**src/rtl/serial_receiver.sv**
```systemverilog
// serial_receiver: 8N1 UART receiver assembling 64-byte frames into midstate/data2 work words
module serial_receiver #(
  parameter int CLK_HZ       = 50_000_000,
  parameter int BAUD         = 115_200,
  parameter int CLKS_PER_BIT = CLK_HZ / BAUD,
  parameter int TIMEOUT_BITS = 32
) (
  input  logic         clk,
  input  logic         reset_n,
  input  logic         RxD,
  output logic [255:0] midstate,
  output logic [255:0] data2,
  output logic         frame_done
);
  localparam int HALF = CLKS_PER_BIT / 2;
  localparam int TO = TIMEOUT_BITS * CLKS_PER_BIT;
  localparam int CW = $clog2(CLKS_PER_BIT);
  localparam int IW = $clog2(TO + 1);
  typedef enum logic [1:0] {IDLE, START, DATA, STOP} state_t;
  state_t state, state_nx;
  logic rx_m, rx_s;
  logic [CW-1:0] cnt;
  logic [2:0] bit_idx;
  logic [7:0] shreg;
  logic [5:0] byte_cnt;
  logic [IW-1:0] idle_cnt;
  logic [511:0] frame_buf, frame_nx;
  logic tick, start_det, accept, ferr, timeout, last;
  always_comb begin
    tick = cnt == CW'(state == START ? HALF - 1 : CLKS_PER_BIT - 1);
    start_det = state == IDLE && !rx_s;
    accept = state == STOP && tick && rx_s;
    ferr = state == STOP && tick && !rx_s;
    timeout = state == IDLE && byte_cnt != 6'd0 && idle_cnt == IW'(TO - 1);
    last = accept && byte_cnt == 6'd63;
    frame_nx = {frame_buf[503:0], shreg};
    state_nx = state;
    case (state)
      IDLE:    state_nx = rx_s ? IDLE : START;
      START:   state_nx = !tick ? START : rx_s ? IDLE : DATA;
      DATA:    state_nx = tick && bit_idx == 3'd7 ? STOP : DATA;
      default: state_nx = tick ? IDLE : STOP;
    endcase
  end
  always_ff @(posedge clk or negedge reset_n)
    if (!reset_n) state <= IDLE;
    else state <= state_nx;
  always_ff @(posedge clk or negedge reset_n)
    if (!reset_n) begin
      {rx_m, rx_s} <= 2'b11;
      cnt <= '0;
      bit_idx <= '0;
      shreg <= '0;
      byte_cnt <= '0;
      idle_cnt <= '0;
      frame_buf <= '0;
      midstate <= '0;
      data2 <= '0;
      frame_done <= 1'b0;
    end else begin
      {rx_m, rx_s} <= {RxD, rx_m};
      cnt <= state == IDLE || tick ? '0 : cnt + 1'b1;
      bit_idx <= start_det ? '0 : bit_idx + 3'(state == DATA && tick);
      if (state == DATA && tick) shreg <= {rx_s, shreg[7:1]};
      byte_cnt <= ferr || timeout ? '0 : byte_cnt + 6'(accept);
      // idle timer only guards a partially received frame
      idle_cnt <= state == IDLE && byte_cnt != 6'd0 && !start_det && !timeout ? idle_cnt + 1'b1 : '0;
      if (accept) frame_buf <= frame_nx;
      frame_done <= last;
      if (last) {midstate, data2} <= frame_nx;
    end
endmodule

```
**config.mk**
```make
export PLATFORM = sky130hd
export DESIGN_NAME = serial_receiver
export DESIGN_NICKNAME = d
export VERILOG_FILES = /design/src/rtl/serial_receiver.sv
export SDC_FILE = /design/constraint.sdc
export NUM_CORES = 2
export LEC_CHECK = 0
export ABC_AREA = 1
export CORE_ASPECT_RATIO = 1.4
export CORE_MARGIN = 2
export CORE_UTILIZATION = 51
export DETAILED_ROUTE_END_ITERATION = 6
export PLACE_DENSITY = 0.84
export SYNTH_ARGS = -nofsm -noshare
export SYNTH_HDL_FRONTEND = slang
export SYNTH_SLANG_ARGS = --single-unit
```
**constraint.sdc**
```tcl
create_clock -name clk -period 5.96 [get_ports clk]
set_input_delay 1.192 -clock clk [delete_from_list [all_inputs] [get_ports clk]]
set_output_delay 1.192 -clock clk [all_outputs]
set_load 0.01 [all_outputs]
```
==> metrics <==
clk slew on worst S/H paths approximately 0.060 ns; Post-Route WL around 120000 µm; main combinational cell family by area after synthesis simple AND/OR/NAND/NOR gates; Leakage about 27 nW; Antenna diodes 0; R2R Setup Slk 2.12 ns; Clock Power Share between 40% and 50%; Syn Area/Cell 9.00 µm²; yosys warns 0; Post-Syn Area between 40000 and 50000 µm²; Hold Crit Depth 0; mux contribution to synthesized area 0%; post-synth top area share approximately 63%; slowest stage delay, CP approximately 0.9 ns; Synth Area in Simple Gates between 30% and 40%; cell taking the most area after synthesis dfrtp_1; pin count of the biggest net entering global routing roughly 220; Crit path buffers/inverters 4; H-tree depth 3; fraction of registers with async set or reset after synthesis between 90% and 100%; Int Power around 11 mW; Critical Path Fanout Max between 150 and 200; area delta synth->final 21.4%; DRT antenna net count 0; max frequency 260 MHz; Post-synth EDFFs 0; post-detail-place hpwl roughly 72000 µm; Rows ~120; P_sw 3.02 mW; fin crit share approximately 64%; Seq/Total Area, Yosys approximately 64%; GPL Wtd Cong approximately 0.9; Hold EP rx_s; WL per Instance around 19 µm; worst flop-to-flop path endpoint midstate[120]; top_reg_cell synth dfrtp_1; pwr dens roughly 280 nW/µm²; combinational share of power roughly 1.5%; Setup CP Type flop to flop; Synth Area in Adders 0.180%; Mapped Cells approximately 4600; DR vias/cell roughly 5.6; GR Overflow Total 0; CTS max path bufs 3; Crit path arrival time about 4.4 ns; DR pass1 iterations 6; peak supply drop roughly 0.29 mV; skew final between 0.02 and 0.025 ns; starting density of the core about half; sw frac a little over a fifth; RSZ-0062 raised after global routing false; GR Util All Layers approximately 28%; max_slew headroom 4.59%; post-layout util 62.3%; fillers ~6300; Post-Synth XOR/XNOR Area 0.357%; post-CTS resize count 0; Synth area leaders dfrtp_1, nand2_1, nand4_1; # Post-CTS Setup Buffers 0; Slew @ Worst Pin 1.43 ns; post-synthesis net count 4652; clock sink count 1061; Setup Viol. Count Final 0; CP startpoint kind flop; R2R Path Start state[0]; synth unique cells 28; Die Wd between 200 and 250 µm; 1st-iter DRT viols about 4100; crit-path cells inv_2 -> nor2_1 -> nand3_1 -> nand2_1 -> nand3_2 -> nor2_4 -> buf_12 -> buf_4 -> buf_4 -> nand4_1 -> nand2_1; number of synthesized register bits around 1100; number of max-cap violations 0; compound-cell area share of the yosys netlist less than 1%; Critical Path Source state[0]; first-pass GRT wire length about 190000 µm; Top Ports just over 500; CTS tree built; Net count, final between 4000 and 5000; Critical Path RT approximately 6.6 ns; final hold vios 0; vias in the first global route roughly 33000; Die Y 343 µm; port bufs about 520; antenna violations before repair 0; DRC viols 0; DR vias roughly 34000; Total Die Area roughly 84000 µm²; Clock Latency Late Sink ~0.7 ns; status complete, no violations; sequential share of power around half; critical hold path startpoint rx_m; fraction of layout cells with a size suffix above 1 under 10%; CTS Buf Count around 100; Worst Reg-to-Reg Cells 11; overall power around 14 mW; Largest delay share family, worst path buffers and inverters; cell at the slowest stage of the critical path buf_4; min Tclk post-route slightly below 4 ns; Max Slew Vio Count 0; endpoint class of the critical path flop; CTS root buf clkbuf_16; CTS Hold Bufs 0; core region area between 80000 and 90000 µm²; Hold Path Class flop to flop; Fin Setup TNS 0 ns
[stage by stage]
step           setup slack (ns)  hold slack (ns)  cell area, µm²  cells
4_1_cts                    2.04            0.361           50700   6114
5_1_grt                    1.72            0.362           50700   6114
2_1_floorplan              3.72            0.345           41800   4643
6_report                   2.12            0.360           50700   6114
3_5_place_dp               2.11            0.352           47300   5932
3_3_place_gp               2.21            0.348           47300   5932
[synthesized netlist by cell type (4+ instances only)]
| cell | number |
|---|---|
| xor2_1 | 13 |
| a21oi_1 | 4 |
| o21ai_0 | 16 |
| xnor2_1 | 4 |
| nand2_1 | 2558 |
| buf_2 | 89 |
| clkbuf_1 | 207 |
| buf_4 | 33 |
| dfrtp_1 | 1059 |
| nor2_1 | 47 |
| nand3_1 | 12 |
| nand4_1 | 518 |
| inv_1 | 41 |
| nor3_1 | 10 |
| buf_1 | 10 |
| ha_1 | 6 |
[cells in the final DEF, fill, tap and decap left out, types with 2 or more instances in the layout]
master,Yosys,final
a21oi_1,4,4
buf_12,0,13
buf_4,33,29
bufinv_16,0,11
clkbuf_1,207,15
clkbuf_16,0,103
clkbuf_8,0,16
clkdlybuf4s50_1,0,514
clkinv_2,0,19
clkinv_4,0,4
clkinvlp_4,0,8
dfrtp_1,1059,1059
ha_1,6,6
inv_1,41,41
inv_16,0,2
inv_6,0,4
nand2_1,2558,2558
nand3_1,12,12
nand3b_1,2,2
nand4_1,518,518
nor2_1,47,46
nor2_4,1,2
nor3_1,10,10
nor4_1,2,2
o21ai_0,16,16
xnor2_1,4,4
xor2_1,13,13
[worst max path at each step]
stage,endpoint,slack (ns),cells after the start
6_report,midstate[120],2.12,11
5_1_grt,midstate[120],1.72,9
4_1_cts,midstate[120],2.04,11
3_5_place_dp,midstate[120],2.11,11
3_3_place_gp,data2[34],2.21,11
2_1_floorplan,byte_cnt[4],3.72,12
[cell families (layout without fill, tap and decap cells)]
family / after synthesis / count (layout)
buffers and inverters: 382 / 782
and+or+nand+nor: 3154 / 3154
AOI/OAI and AO/OA: 23 / 23
xor gates and xnor gates: 17 / 17
adders and majority gates: 6 / 6
DFF: 1061 / 1061
[cell type report]
cell class / count / area [µm²] / share of cell area (%)
Multi-Input combinational cell: 3200 / 13600 / 26.7
Inverter: 43 / 169 / 0.333
Sequential cell: 1061 / 26600 / 52.4
Clock inverter: 48 / 596 / 1.17
Tap cell: 1071 / 1340 / 2.64
Clock buffer: 134 / 2850 / 5.63
Timing Repair Buffer: 557 / 5640 / 11.1
[sequential cells by signal, summed over array words and instances, names as in the netlist]
name	cells
data2	256
cnt	9
frame_buf	504
idle_cnt	14
frame_done	1
rx_s	1
byte_cnt	6
rx_m	1
midstate	256
bit_idx	3
shreg	8
state	2
[routing by layer]
layer  vias to the layer above  share of wire (%)  track usage (%)
met5                         -                  0                0
met4                         0                4.6             12.5
met3                       297                9.1             5.33
met2                      1767                 47             43.6
met1                     16900                 39             37.9
li1                      15500                  -                -
[power groups by stage]
stage	Sequential (mW)	Clock [mW]	Combinational, mW
3_5_place_dp	7.34	0	0.217
2_1_floorplan	7.34	0	0.0472
3_3_place_gp	7.34	0	0.215
6_report	7.21	6.68	0.210
5_1_grt	7.21	7.08	0.241
4_1_cts	7.21	6.78	0.217
Note: power is estimated with default switching activity, not from simulation.
